### src/rtl/dt_est_pkg.sv
// Shared types and helpers for the temperature-difference estimators.
// Holds the FSM state type, the unity alpha constant and the clamp function.
package dt_est_pkg;

   typedef enum logic [1:0] {
      IDLE,
      CALC,
      OUT
   } dt_state_e;

   localparam logic [8:0] ALPHA_ONE = 9'd256;

   // Symmetric clamp of v into [-lim, +lim]; lim is assumed >= 0.
   function automatic logic signed [31:0] sat_clamp(
      input logic signed [31:0] v,
      input logic signed [31:0] lim
   );
      if (v > lim)
         return lim;
      else if (v < -lim)
         return -lim;
      else
         return v;
   endfunction

endpackage

### src/rtl/dt_ema_mac.sv
// Combinational delta / pre-shift / EMA update / clamp for one sample.
// Ports: primed, t_in, t_prev, acc, alpha, k_dt, d_max in;
//        acc_nxt, dt out (+ sat when DT_EST_SAT_FLAG_EN is defined).
module dt_ema_mac
   import dt_est_pkg::*;
#(
   parameter int W    = 8,
   parameter int FRAC = 8,
   localparam int AW  = W + 1 + FRAC
) (
   input  logic          primed,
   input  logic [W-1:0]  t_in,
   input  logic [W-1:0]  t_prev,
   input  logic [AW-1:0] acc,
   input  logic [8:0]    alpha,
   input  logic [3:0]    k_dt,
   input  logic [W-1:0]  d_max,
   output logic [AW-1:0] acc_nxt,
   output logic [W-1:0]  dt
`ifdef DT_EST_SAT_FLAG_EN
   ,
   output logic          sat
`endif
);

   // Headroom for a 9-bit weight times an AW-bit operand plus the sum carry.
   localparam int PW = AW + 11;

   logic        [3:0]    k;
   logic        [8:0]    a;
   logic signed [W:0]    delta;
   logic signed [W:0]    dsh;
   logic signed [PW-1:0] acc_x;
   logic signed [PW-1:0] dlt_x;
   logic signed [PW-1:0] wa;
   logic signed [PW-1:0] wb;
   logic signed [PW-1:0] sum;
   logic signed [AW-1:0] acc_new;
   logic signed [W:0]    est;
   logic signed [31:0]   est32;
   logic signed [31:0]   lim32;

   always_comb begin
      k = (int'(k_dt) > W) ? 4'(W) : k_dt;
      a = (alpha > ALPHA_ONE) ? ALPHA_ONE : alpha;
      // One extra bit so a full-scale jump cannot wrap.
      delta = $signed({t_in[W-1], t_in})
            - $signed({t_prev[W-1], t_prev});
      dsh   = delta >>> k;
      acc_x = {{(PW-AW){acc[AW-1]}}, acc};
      dlt_x = {{(PW-AW){dsh[W]}}, dsh, {FRAC{1'b0}}};
      wa    = {{(PW-9){1'b0}}, a};
      wb    = {{(PW-9){1'b0}}, 9'(ALPHA_ONE - a)};
      sum   = wb * acc_x + wa * dlt_x;
      // Convex blend, so the floored result always fits back into AW bits.
      acc_new = AW'(sum >>> 8);
      est     = acc_new[AW-1:FRAC];
      est32   = {{(32-W-1){est[W]}}, est};
      lim32   = d_max[W-1] ? '0 : {{(32-W){1'b0}}, d_max};
      acc_nxt = '0;
      dt      = '0;
`ifdef DT_EST_SAT_FLAG_EN
      sat     = 1'b0;
`endif
      if (primed) begin
         acc_nxt = acc_new;
         dt      = W'(sat_clamp(est32, lim32));
`ifdef DT_EST_SAT_FLAG_EN
         sat     = sat_clamp(est32, lim32) != est32;
`endif
      end
   end

endmodule

### src/rtl/dt_estimator_mc.sv
// Multi-channel EMA estimator of sample-to-sample temperature difference.
// Ports: clk, rst (async, active-high), init, in_valid/in_ready/in_ch/T_in,
//        ALPHA, K_DT, D_MAX, out_valid/out_ready/out_ch/dT_out.
// Optional: DT_EST_SAT_FLAG_EN adds sat_flag and sat_sticky[N_CH].
module dt_estimator_mc
   import dt_est_pkg::*;
#(
   parameter int W    = 8,
   parameter int FRAC = 8,
   parameter int N_CH = 4,
   localparam int CW  = (N_CH > 1) ? $clog2(N_CH) : 1
) (
   input  logic          clk,
   input  logic          rst,
   input  logic          init,
   input  logic          in_valid,
   output logic          in_ready,
   input  logic [CW-1:0] in_ch,
   input  logic [W-1:0]  T_in,
   input  logic [8:0]    ALPHA,
   input  logic [3:0]    K_DT,
   input  logic [W-1:0]  D_MAX,
   output logic          out_valid,
   input  logic          out_ready,
   output logic [CW-1:0] out_ch,
   output logic [W-1:0]  dT_out
`ifdef DT_EST_SAT_FLAG_EN
   ,
   output logic            sat_flag,
   output logic [N_CH-1:0] sat_sticky
`endif
);

   localparam int AW = W + 1 + FRAC;

   dt_state_e state;
   dt_state_e state_nxt;

   logic [CW-1:0]   l_ch;
   logic [W-1:0]    l_t;
   logic [8:0]      l_alpha;
   logic [3:0]      l_k;
   logic [W-1:0]    l_dmax;

   logic [W-1:0]    t_prev [N_CH];
   logic [AW-1:0]   acc    [N_CH];
   logic [N_CH-1:0] primed;

   logic            ch_ok;
   logic [CW-1:0]   idx;
   logic [AW-1:0]   acc_nxt;
   logic [W-1:0]    dt_nxt;
`ifdef DT_EST_SAT_FLAG_EN
   logic            sat_nxt;
`endif

   // Out-of-range channels are swallowed in CALC; idx keeps reads in range.
   assign ch_ok = int'(l_ch) < N_CH;
   assign idx   = ch_ok ? l_ch : '0;

   dt_ema_mac #(
      .W    (W),
      .FRAC (FRAC)
   ) u_mac (
      .primed  (primed[idx]),
      .t_in    (l_t),
      .t_prev  (t_prev[idx]),
      .acc     (acc[idx]),
      .alpha   (l_alpha),
      .k_dt    (l_k),
      .d_max   (l_dmax),
      .acc_nxt (acc_nxt),
      .dt      (dt_nxt)
`ifdef DT_EST_SAT_FLAG_EN
      ,
      .sat     (sat_nxt)
`endif
   );

   always_comb begin
      state_nxt = state;
      in_ready  = 1'b0;
      out_valid = 1'b0;
      if (init) begin
         state_nxt = IDLE;
      end else begin
         unique case (state)
            IDLE: begin
               in_ready = 1'b1;
               if (in_valid)
                  state_nxt = CALC;
            end
            CALC: state_nxt = ch_ok ? OUT : IDLE;
            OUT: begin
               out_valid = 1'b1;
               if (out_ready)
                  state_nxt = IDLE;
            end
            default: state_nxt = IDLE;
         endcase
      end
   end

   always_ff @(posedge clk or posedge rst) begin
      if (rst)
         state <= IDLE;
      else
         state <= state_nxt;
   end

   always_ff @(posedge clk or posedge rst) begin
      if (rst) begin
         l_ch    <= '0;
         l_t     <= '0;
         l_alpha <= '0;
         l_k     <= '0;
         l_dmax  <= '0;
         primed  <= '0;
         out_ch  <= '0;
         dT_out  <= '0;
         for (int i = 0; i < N_CH; i++) begin
            t_prev[i] <= '0;
            acc[i]    <= '0;
         end
`ifdef DT_EST_SAT_FLAG_EN
         sat_flag   <= 1'b0;
         sat_sticky <= '0;
`endif
      end else if (init) begin
         primed <= '0;
`ifdef DT_EST_SAT_FLAG_EN
         sat_sticky <= '0;
`endif
      end else begin
         if (state == IDLE && in_valid) begin
            l_ch    <= in_ch;
            l_t     <= T_in;
            l_alpha <= ALPHA;
            l_k     <= K_DT;
            l_dmax  <= D_MAX;
         end
         if (state == CALC && ch_ok) begin
            t_prev[idx] <= l_t;
            acc[idx]    <= acc_nxt;
            primed[idx] <= 1'b1;
            out_ch      <= l_ch;
            dT_out      <= dt_nxt;
`ifdef DT_EST_SAT_FLAG_EN
            sat_flag    <= sat_nxt;
            if (sat_nxt)
               sat_sticky[idx] <= 1'b1;
`endif
         end
      end
   end

endmodule

### config.mk
export PLATFORM = sky130hd
export DESIGN_NAME = dt_estimator_mc
export DESIGN_NICKNAME = d
export VERILOG_FILES = /design/src/rtl/dt_est_pkg.sv /design/src/rtl/dt_ema_mac.sv /design/src/rtl/dt_estimator_mc.sv
export SDC_FILE = /design/constraint.sdc
export NUM_CORES = 1
export LEC_CHECK = 0
export CAP_MARGIN = 30
export CORE_MARGIN = 2
export CORE_UTILIZATION = 50
export DETAILED_ROUTE_END_ITERATION = 8
export GPL_TIMING_DRIVEN = 0
export PLACE_DENSITY = 0.67
export SLEW_MARGIN = 25
export SYNTH_ARGS = -nofsm -noshare
export SYNTH_HDL_FRONTEND = slang
export SYNTH_HIERARCHICAL = 1
export SYNTH_SLANG_ARGS = --single-unit
export TNS_END_PERCENT = 10
### constraint.sdc
create_clock -name clk -period 26.9 [get_ports clk]
set_input_delay 4.035 -clock clk [delete_from_list [all_inputs] [get_ports clk]]
set_output_delay 4.035 -clock clk [all_outputs]
set_load 0.1 [all_outputs]
==> After elaboration in Yosys (flattened, before gate mapping) <==
Index checks and enable logic that the tools add are counted.
{ "totals": {"ff_bits": 147, "elab_cells": 80, "inputBits": 36} }
{ "classes": {"n_addsub": 4, "eq_ne": 4, "shift": 1, "n_mux": 33, "n_bitwise": 3, "n_reduce_logical": 8, "n_lt_le_gt_ge": 8, "multipliers": 2} }
{ "ops": {"columns": ["operator", "n"], "rows": [
  ["bitwise mux 68 bit", 1],
  ["2-to-1 mux 17 bit", 4],
  ["2-to-1 mux 8 bit", 6],
  ["binary-select mux 17 bit (select 2 bit)", 1],
  ["demux 17 bit (select 2 bit)", 1],
  ["bitwise mux 32 bit", 1],
  ["< comparator 9 x 32 -> 1 bit", 1],
  ["negator 7 -> 32 bit", 1],
  ["adder 25 bit", 1],
  ["multiplier 10 x 17 -> 25 bit", 1],
  ["multiplier 10 x 9 -> 17 bit", 1],
  ["binary-select mux 8 bit (select 2 bit)", 1],
  ["demux 8 bit (select 2 bit)", 1],
  ["2-to-1 mux 4 bit", 3],
  ["greater-than comparator 9 x 8 -> 1 bit", 1],
  ["greater-than comparator 9 bit, second input constant", 1],
  ["2-to-1 mux 9 bit", 1],
  [">>> shifter 9 x 4 -> 9 bit", 1],
  ["subtractor 8 x 8 -> 9 bit", 1],
  ["subtractor 9 bit, first input constant", 1],
  ["2-to-1 mux 7 bit", 1],
  ["2-to-1 mux 1 bit", 6],
  ["2-to-1 mux 2 bit", 3],
  ["!= test 3 bit, second input constant", 2],
  ["other kinds (17)", 21]
]} }

==> Logic depth before layout (Yosys ltp) <==
Gate-level depths: netlist of the first run.
{ "depth": {"word_depth": 12, "ltp_mapped": 59, "depth_no_buf": 56} }

==> Hierarchy <==
Netlist of the first run, hierarchy kept.
{ "modules_own_cells": {"columns": ["module", "n_inst", "area_per_inst_um2", "seq_area_each_um2", "cells_per_inst"], "rows": [
  ["dt_ema_mac", 1, 9829.4, 0.0, 1155],
  ["dt_estimator_mc", 1, 6112.1, 3678.5, 374]
]} }

==> Worst setup path after synthesis of the first run <==
Ideal clock, no wire load.
{ "synth_path": {"path_type": "flip-flop to flip-flop", "startpoint": "reg l_ch[0], in the netlist idx[0]", "endpoint": "reg dT_out[1]", "t_required_ns": 26.780, "arrival_time_ns": 12.176, "n_path_buf": 3, "path_stages_with_launch": 57, "setup_slack_ns": 14.604, "cell_sequence": "dfrtp_1 buf_2 buf_4 mux4_2 ha_1 fa_1 nand2b_1 a21boi_0 a31o_2 nor2_1 xnor2_1 mux2_2 nand2_1 o21ai_0 a221oi_1 nor2_1 fa_1 inv_1 [... 21 more ...] xnor2_1 xnor2_1 xnor2_1 xnor2_1 xnor3_2 xor2_2 inv_2 ha_1 nand4_1 nand2_1 o2111ai_1 nand3_1 a32oi_4 buf_6 mux2i_1 a21oi_1 nand2_1 nand2_1"} }
{ "synth_via": {"elab_chain_cells": 12, "word_cells_on_any_way": 19, "cone_classes": "add/sub (2); mul (2); order compare (2); shift (1); mux (11); bitwise (1)"} }
{ "synth_lines": {"columns": ["item", "line_no", "source"], "rows": [
  ["start: declaration", "dt_estimator_mc.sv:39", "logic [CW-1:0] l_ch;"],
  ["start signal: assignment", "dt_estimator_mc.sv:136", "l_ch <= in_ch;"],
  ["inverter 2 -> 3 bit (implied by the code)", "dt_estimator_mc.sv:67, dt_estimator_mc.sv:68", null],
  ["binary-select mux 8 bit (select 2 bit)", "dt_estimator_mc.sv:67", ".t_prev (t_prev[idx]),"],
  ["2-to-1 mux 8 bit (implied by the code) (2 in a row)", "dt_estimator_mc.sv:67", null],
  ["subtractor 8 x 8 -> 9 bit", "dt_ema_mac.sv:48", "- $signed({t_prev[W-1], t_prev});"],
  [">>> shifter 9 x 4 -> 9 bit", "dt_ema_mac.sv:49", "dsh = delta >>> k;"],
  ["multiplier 10 x 9 -> 17 bit", "dt_ema_mac.sv:54", "sum = wb * acc_x + wa * dlt_x;"],
  ["adder 25 bit", "dt_ema_mac.sv:54", null],
  ["< comparator 9 x 32 -> 1 bit", "dt_est_pkg.sv:20", "else if (v < -lim)"],
  ["2-to-1 mux 8 bit", "dt_est_pkg.sv:20", null],
  ["2-to-1 mux 8 bit", "dt_est_pkg.sv:18", "if (v > lim)"],
  ["2-to-1 mux 8 bit *", "dt_ema_mac.sv:65", "if (primed) begin"],
  ["named net dt_nxt[1]", "dt_estimator_mc.sv:52", "logic [W-1:0] dt_nxt;"],
  ["end signal: assignment", "dt_estimator_mc.sv:147", "dT_out <= dt_nxt;"],
  ["end: declaration", "dt_estimator_mc.sv:26", "output logic [W-1:0] dT_out"]
]} }
The timed path passes the listed nets; every way through them passes the cells marked *. The select of a mux whose other input is x is not followed.
A chain may end at the register's enable or synchronous reset.

==> Worst setup path after layout of the first run <==
{ "layout_path": {"startpoint": "reg l_ch[1], in the netlist idx[1]", "endpoint": "reg dT_out[1]"} }
The elaborated chain is that of the path after synthesis.

==> flow_summary.html, run 1 <==
<table>
<tr><th>Metric</th><th>Value</th></tr>
<tr><th colspan="2">Floorplan</th></tr>
<tr><td>Starting density of the core</td><td>50.6%</td></tr>
<tr><td>Horiz. Die Dim</td><td>183 um</td></tr>
<tr><td>Floorplan core area</td><td>31500 sq um</td></tr>
<tr><td>Total I/O pin count</td><td>48</td></tr>
<tr><td>Full die area</td><td>33300 sq um</td></tr>
<tr><td>Overall die height</td><td>183 um</td></tr>
<tr><td>FP Rows</td><td>65</td></tr>
<tr><th colspan="2">Routing</th></tr>
<tr><td>Routed Wire Length</td><td>36900 um</td></tr>
<tr><td>Via count</td><td>11110</td></tr>
<tr><td>DR iter-0 viols</td><td>665</td></tr>
<tr><td>Via density per instance</td><td>5.51</td></tr>
<tr><td>Drt drc</td><td>0</td></tr>
<tr><td>Iteration count of the initial detailed-routing pass</td><td>6</td></tr>
<tr><td>Post-DR wirelength/cell</td><td>18.3 um</td></tr>
<tr><td>Final antenna-violating net count</td><td>0</td></tr>
<tr><th colspan="2">Worst setup path</th></tr>
<tr><td>Start-to-end type of the worst setup path</td><td>flip-flop to flip-flop</td></tr>
<tr><td>Data required time at the worst endpoint</td><td>27.21 ns</td></tr>
<tr><td>Crit path max-delay cell type</td><td>a21oi_1</td></tr>
<tr><td>Arrival time of the worst setup path</td><td>14.87 ns</td></tr>
<tr><td>CP startpoint kind</td><td>flip-flop</td></tr>
<tr><td>Nature of the critical path endpoint</td><td>flip-flop</td></tr>
<tr><td>Top cell by count, worst path</td><td>fa_1</td></tr>
<tr><td>CP max stage delay</td><td>0.76 ns</td></tr>
<tr><td>Highest fanout seen on the critical path</td><td>10</td></tr>
<tr><th colspan="2">Synth</th></tr>
<tr><td>Share of synthesized registers carrying an async set or reset</td><td>100%</td></tr>
<tr><td>Area share of the largest cell type after synthesis</td><td>23.6%</td></tr>
<tr><td>Synth area leader</td><td>fa_1</td></tr>
<tr><td>Cells after synthesis</td><td>1529</td></tr>
<tr><td>Synthesized area</td><td>15900 sq um</td></tr>
<tr><td>EDFF count, synth</td><td>0</td></tr>
<tr><td>Most common flop cell mapped by yosys</td><td>dfrtp_1</td></tr>
<tr><td>Average cell area after synthesis</td><td>10.4 sq um</td></tr>
<tr><td>Sequential-to-total area share from yosys stat</td><td>23.1%</td></tr>
<tr><td>Number of nets in the synthesized netlist</td><td>1881</td></tr>
<tr><td>Synth warnings</td><td>6</td></tr>
<tr><td>Distinct cell type count after synthesis</td><td>79</td></tr>
<tr><td>Leading post-synthesis cells by cell area</td><td>fa_1 (24%), dfrtp_1 (23%), ha_1 (10%)</td></tr>
<tr><td>Count of state elements after synthesis</td><td>147</td></tr>
<tr><th colspan="2">Cells and area</th></tr>
<tr><td>Synthesis-to-layout area growth</td><td>9.92%</td></tr>
<tr><td>Most used cells in the layout excluding fill and tap cells</td><td>inv_1 (237), fa_1 (188), dfrtp_1 (147), nand2_1 (140), mux2_2 (130)</td></tr>
<tr><td>Most common library cell in the layout ignoring fill and taps</td><td>inv_1</td></tr>
<tr><td>Final net count</td><td>1952</td></tr>
<tr><td>Share of final-layout standard cells stronger than drive strength 1</td><td>14.9%</td></tr>
<tr><td>Post-layout utilization of the core</td><td>55.7%</td></tr>
<tr><th colspan="2">Global route</th></tr>
<tr><td>Initial antenna violation count</td><td>0</td></tr>
<tr><td>Total Routing Usage GR</td><td>23.7%</td></tr>
<tr><td>Vias in the first global route</td><td>11933</td></tr>
<tr><td>Maximum number of pins on one net before global-route repair</td><td>102</td></tr>
<tr><td>Total gr overflow</td><td>0</td></tr>
<tr><td>First-pass GRT wire length</td><td>62000 um</td></tr>
<tr><th colspan="2">STA</th></tr>
<tr><td>Setup repair after global routing missed its margin</td><td>no</td></tr>
<tr><td>Clock tree skew after final layout</td><td>0.0116 ns</td></tr>
<tr><td>Max Transition Viols Final</td><td>0</td></tr>
<tr><td>Crit share post-route</td><td>54.1%</td></tr>
<tr><td>Final setup slack of the worst path</td><td>12.34 ns</td></tr>
<tr><td>Worst hold-check slack</td><td>0.478 ns</td></tr>
<tr><td>Final TNS setup</td><td>0 ns</td></tr>
<tr><td>Post-layout minimum cycle time</td><td>14.56 ns</td></tr>
<tr><td>Count of final setup violators</td><td>0</td></tr>
<tr><td>Slew @ Worst Pin</td><td>1.02 ns</td></tr>
<tr><td>Achievable Freq</td><td>68.7 MHz</td></tr>
<tr><td>Worst rel slew slack</td><td>32.0%</td></tr>
<tr><td>Number of hold-slack violations in the final timing report</td><td>0</td></tr>
<tr><th colspan="2">Flow run</th></tr>
<tr><td>Number of max-cap violations</td><td>0</td></tr>
<tr><th colspan="2">Clocking</th></tr>
<tr><td>Number of H-tree levels</td><td>4</td></tr>
<tr><td>Resized Gates After CTS</td><td>0</td></tr>
<tr><td>Number of buffers on the longest clock path</td><td>2</td></tr>
<tr><td>CTS Hold Bufs</td><td>0</td></tr>
<tr><td>Inserted Clock Buffers</td><td>17</td></tr>
<tr><td>Clock insertion delay at the later pin of the skew report</td><td>0.42 ns</td></tr>
<tr><td>Setup fix buffers added after clock tree synthesis</td><td>0</td></tr>
<tr><td>Num Clock Sinks</td><td>147</td></tr>
<tr><td>Clock tree from TritonCTS</td><td>built</td></tr>
<tr><td>Cell chosen for the clock root</td><td>clkbuf_16</td></tr>
<tr><td>Clock Pin Slew Worst Setup and Hold Paths</td><td>0.06 ns</td></tr>
<tr><th colspan="2">Placed design</th></tr>
<tr><td>Placed wire-length estimate after detailed placement</td><td>29100 um</td></tr>
<tr><td>Post-place setup slack</td><td>12.46 ns</td></tr>
<tr><td>Number of port buffers</td><td>47</td></tr>
<tr><td>RD Place Congestion</td><td>0.889</td></tr>
<tr><th colspan="2">Min path</th></tr>
<tr><td>Worst Hold Class</td><td>flip-flop to flip-flop</td></tr>
<tr><th colspan="2">Status</th></tr>
<tr><td>Run status</td><td>complete, no violations</td></tr>
</table>
## routing by layer
metal / vias to the layer above / global-route usage, % / wire, um
met5: - / 0 / 0
met4: 0 / 8.55 / 1110
met3: 60 / 3.07 / 1490
li1: 5093 / - / -
met2: 267 / 38.2 / 17700
met1: 5690 / 33.1 / 16600
## state kept, by name, summed over array words and instances, names as in the netlist
register / flops
acc: 68
t_prev: 32
l_alpha: 9
dT_out: 8
l_dmax: 8
l_t: 8
l_k: 4
primed: 4
idx: 2
out_ch: 2
state: 2
## cells in the mapped netlist (5+ instances only)
master and instances:
xor2_1 14, o21ai_0 17, a211oi_1 6, dfrtp_1 147, and3_1 6, and2b_1 7
buf_2 12, nand2b_1 25, nor2_1 80, mux4_2 26, mux2_2 130, and2_1 89
a21oi_1 27, clkbuf_1 26, ha_1 128, inv_1 238, mux2i_1 6, a21o_1 19
nand2_1 140, fa_1 188, nor3_1 10, nor2b_1 31, o21a_1 17, inv_2 5
nand3_1 9, xnor2_1 35
## area by class of cell
cell class	instances	area, sq um
fillers	2705	14000
multi-input cells	1092	11100
flip-flops and latches	147	3680
inverters	243	920
repair buffers	52	523
well taps	402	503
clock buffers	22	454
plain buffers	47	233
clock inverters	10	85.1
diodes	1	2.50
## path summary, 6_finish.rpt
path                                       startpoint                endpoint  slack (ns)  cells after the start
max in group asynchronous                         rst  l_alpha[2]$_DFFE_PP0P_       22.09                      3
worst min-delay path            dT_out[2]$_DFFE_PP0P_   dT_out[2]$_DFFE_PP0P_        0.48                      2
worst max-delay path               idx[1]$_DFFE_PP0P_   dT_out[1]$_DFFE_PP0P_       12.34                     56
min in group asynchronous                         rst   l_dmax[6]$_DFFE_PP0P_        4.01                      2
worst max register to register     idx[1]$_DFFE_PP0P_   dT_out[1]$_DFFE_PP0P_       12.34                     56
worst min register to register  dT_out[2]$_DFFE_PP0P_   dT_out[2]$_DFFE_PP0P_        0.48                      2
## per-stage QoR
stage	instance area (sq um)	instances
4_1_cts	17500	2012
6_report	17500	2016
2_1_floorplan	15900	1529
3_5_place_dp	17000	1980
3_3_place_gp	16900	1978
5_1_grt	17500	2015
## logic make-up after synthesis
kind of cell / count (synthesis) / synth area share, %
adders and majority gates: 316 / 33.7
muxes: 164 / 13.4
DFF: 147 / 23.1
xor gates and xnor gates: 51 / 2.94
AOI/OAI and AO/OA: 134 / 6.04
and+or+nand+nor: 427 / 13.7
buffers and inverters: 290 / 7.18
## worst max-delay path: cells and delay by family (launching register included)
family	cells	cell delay (ns)
flops	1	0.44
mux	3	0.71
simple gates	7	1.04
buf+inv	10	1.64
fa+ha+maj	11	4.92
compound gates	17	3.72
xor+xnor	8	1.95
Power of run 1 is left out: the tool's default activity adds up to more than one toggle a clock period on the data nets, which glitch-free logic cannot reach.
==> run 2, diff against run 1 <==
==> constraint.sdc (replaced) <==
create_clock -name clk -period 14.6 [get_ports clk]
set_input_delay 2.19 -clock clk [delete_from_list [all_inputs] [get_ports clk]]
set_output_delay 2.19 -clock clk [all_outputs]
set_load 0.1 [all_outputs]
==> run 2 against run 1 <==
Compared with the run above:
- register-to-register slack worse by 12 ns
- core utilization grew 0.14 points
- global-route usage did not move
- flip-flop and latch count is the same
- critical path depth decreased by 1
- sequential share of layout area decreased by 0.051 points
- final area is 0.24% higher
- largest cell class unchanged
- highest routed layer unchanged
==> flow_summary.html, run 2 (synthesized netlist as in run 1, its figures left out) <==
<table>
<tr><th>Metric</th><th>Value</th></tr>
<tr><th colspan="2">Cells and area</th></tr>
<tr><td>Largest register by flop count</td><td>acc</td></tr>
<tr><td>Final net count</td><td>1952 (unchanged)</td></tr>
<tr><td>Most common library cell in the layout ignoring fill and taps</td><td>inv_1</td></tr>
<tr><td>Share of final-layout standard cells stronger than drive strength 1</td><td>15.3% (+0.31 points)</td></tr>
<tr><td>Most used cells in the layout excluding fill and tap cells</td><td>inv_1 (237), fa_1 (188), dfrtp_1 (147), nand2_1 (140), mux2_2 (130)</td></tr>
<tr><td>Regs by FF count</td><td>acc x68, t_prev x32, l_alpha x9</td></tr>
<tr><td>Flip-flop count of the largest register after layout</td><td>68 (unchanged)</td></tr>
<tr><td>Synthesis-to-layout area growth</td><td>10.2%</td></tr>
<tr><th colspan="2">Floorplan</th></tr>
<tr><td>Full die area</td><td>33300 sq um (unchanged)</td></tr>
<tr><td>Horiz. Die Dim</td><td>183 um (unchanged)</td></tr>
<tr><td>FP Rows</td><td>65 (unchanged)</td></tr>
<tr><td>Floorplan core area</td><td>31500 sq um (unchanged)</td></tr>
<tr><td>Total I/O pin count</td><td>48 (unchanged)</td></tr>
<tr><td>Overall die height</td><td>183 um (unchanged)</td></tr>
<tr><td>Starting density of the core</td><td>50.6% (unchanged)</td></tr>
<tr><th colspan="2">Global route</th></tr>
<tr><td>Total gr overflow</td><td>0 (unchanged)</td></tr>
<tr><td>Vias in the first global route</td><td>11933 (unchanged)</td></tr>
<tr><td>First-pass GRT wire length</td><td>62000 um (unchanged)</td></tr>
<tr><td>Total Routing Usage GR</td><td>23.7% (unchanged)</td></tr>
<tr><td>Maximum number of pins on one net before global-route repair</td><td>102 (unchanged)</td></tr>
<tr><td>Initial antenna violation count</td><td>0 (unchanged)</td></tr>
<tr><th colspan="2">Placed design</th></tr>
<tr><td>Placed wire-length estimate after detailed placement</td><td>29100 um (unchanged)</td></tr>
<tr><td>Number of port buffers</td><td>47 (unchanged)</td></tr>
<tr><td>RD Place Congestion</td><td>0.889 (unchanged)</td></tr>
<tr><th colspan="2">STA</th></tr>
<tr><td>Achievable Freq</td><td>72.3 MHz (+5.3%)</td></tr>
<tr><td>Setup repair after global routing missed its margin</td><td>no</td></tr>
<tr><td>Slew @ Worst Pin</td><td>1.01 ns (-0.00472 ns)</td></tr>
<tr><td>Final TNS setup</td><td>0 ns (unchanged)</td></tr>
<tr><td>Worst rel slew slack</td><td>32.3% (+0.31 points)</td></tr>
<tr><td>Crit share post-route</td><td>94.7% (+41 points)</td></tr>
<tr><td>Max Transition Viols Final</td><td>0 (unchanged)</td></tr>
<tr><td>Clock tree skew after final layout</td><td>0.00987 ns (-0.00171 ns)</td></tr>
<tr><td>Number of hold-slack violations in the final timing report</td><td>0 (unchanged)</td></tr>
<tr><td>Post-layout minimum cycle time</td><td>13.83 ns (-0.729 ns)</td></tr>
<tr><td>Count of final setup violators</td><td>0 (unchanged)</td></tr>
<tr><th colspan="2">Worst setup path</th></tr>
<tr><td>CP max stage delay</td><td>0.56 ns (-0.20 ns)</td></tr>
<tr><td>Nature of the critical path endpoint</td><td>flip-flop</td></tr>
<tr><td>Top cell by count, worst path</td><td>fa_1</td></tr>
<tr><td>Start-to-end type of the worst setup path</td><td>flip-flop to flip-flop</td></tr>
<tr><td>CP startpoint kind</td><td>flip-flop</td></tr>
<tr><td>Arrival time of the worst setup path</td><td>14.14 ns (-0.73 ns)</td></tr>
<tr><td>Reg-to-reg slack, setup</td><td>0.77 ns (-11.57 ns)</td></tr>
<tr><td>Data required time at the worst endpoint</td><td>14.91 ns (-12.30 ns)</td></tr>
<tr><td>Highest fanout seen on the critical path</td><td>10 (unchanged)</td></tr>
<tr><td>Crit path max-delay cell type</td><td>mux4_2</td></tr>
<tr><th colspan="2">Clocking</th></tr>
<tr><td>Clock Pin Slew Worst Setup and Hold Paths</td><td>0.06 ns (about the same)</td></tr>
<tr><td>Setup fix buffers added after clock tree synthesis</td><td>0 (unchanged)</td></tr>
<tr><td>Num Clock Sinks</td><td>147 (unchanged)</td></tr>
<tr><td>Cell chosen for the clock root</td><td>clkbuf_16</td></tr>
<tr><td>Inserted Clock Buffers</td><td>17 (unchanged)</td></tr>
<tr><td>Clock insertion delay at the later pin of the skew report</td><td>0.42 ns (about the same)</td></tr>
<tr><td>Clock tree from TritonCTS</td><td>built</td></tr>
<tr><td>Number of H-tree levels</td><td>4 (unchanged)</td></tr>
<tr><td>Number of buffers on the longest clock path</td><td>2 (unchanged)</td></tr>
<tr><th colspan="2">Routing</th></tr>
<tr><td>Final antenna-violating net count</td><td>0 (unchanged)</td></tr>
<tr><td>Routed Wire Length</td><td>37000 um (+0.21%)</td></tr>
<tr><td>Post-DR wirelength/cell</td><td>18.4 um (+0.21%)</td></tr>
<tr><td>Drt drc</td><td>0 (unchanged)</td></tr>
<tr><td>Iteration count of the initial detailed-routing pass</td><td>5 (-1)</td></tr>
<tr><td>Via density per instance</td><td>5.52 (+0.22%)</td></tr>
<tr><td>DR iter-0 viols</td><td>684 (+2.9%)</td></tr>
<tr><td>Via count</td><td>11134 (+0.22%)</td></tr>
<tr><th colspan="2">Min path</th></tr>
<tr><td>Worst Hold Class</td><td>flip-flop to flip-flop</td></tr>
<tr><th colspan="2">Flow run</th></tr>
<tr><td>Number of max-cap violations</td><td>0 (unchanged)</td></tr>
<tr><th colspan="2">Status</th></tr>
<tr><td>Run status</td><td>complete, no violations</td></tr>
</table>
## run 2: layout make-up
cell class | instances | area [sq um]
Antenna cell | 1 | 2.50
Tap cell | 402 | 503
Clock buffer | 22 | 454
Fill cell | 2702 | 13900
Timing Repair Buffer | 52 | 523
Buffer | 47 | 236
Sequential cell | 147 | 3680
Clock inverter | 10 | 85.1
Multi-Input combinational cell | 1092 | 11200
Inverter | 243 | 920
## run 2: worst paths after layout
kind / depth (start not counted) / end / from
max in group asynchronous: 3 / l_alpha[2]$_DFFE_PP0P_ / rst
min in group asynchronous: 2 / l_dmax[6]$_DFFE_PP0P_ / rst
min: 2 / dT_out[2]$_DFFE_PP0P_ / dT_out[2]$_DFFE_PP0P_
max: 55 / dT_out[1]$_DFFE_PP0P_ / idx[0]$_DFFE_PP0P_
max reg2reg: 55 / dT_out[1]$_DFFE_PP0P_ / idx[0]$_DFFE_PP0P_
min reg2reg: 2 / dT_out[2]$_DFFE_PP0P_ / dT_out[2]$_DFFE_PP0P_
## run 2: metrics by stage
step	util, %	area [sq um]	cells	hold slack [ns]	setup WS [ns]
after floorplan	-	15900	1529	0.444	2.30
after global placement	53.7	16900	1978	0.455	0.272
after detailed placement	53.9	17000	1980	0.461	0.159
after CTS	55.6	17500	2012	0.485	0.0139
after global routing	55.8	17600	2015	0.503	0.0177
final	55.8	17600	2016	0.478	0.768
## run 2: timing repair
item | in CTS | in global routing
hold buffers | 0 | 0
endpoints found under the setup margin | 0 | 8
gates resized for setup | 0 | 10
## run 2: worst max-delay path, delay by kind of cell (launching register included)
kind	cells	cell delay [ns]
DFF	1	0.31
and+or+nand+nor	10	1.60
muxes	3	0.97
xor gates and xnor gates	2	0.75
adders and majority gates	12	5.26
AOI/OAI and AO/OA	17	3.69
buffers and inverters	11	1.13
## run 2: per-layer routing
| metal | vias to the layer above | track usage (%) | routed length (um) |
|---|---|---|---|
| met1 | 5719 | 33.1 | 16600 |
| li1 | 5092 | - | - |
| met5 | - | 0 | 0 |
| met2 | 262 | 38.2 | 17800 |
| met4 | 0 | 8.55 | 1110 |
| met3 | 61 | 3.07 | 1520 |
Power of run 2 is left out for the same reason.
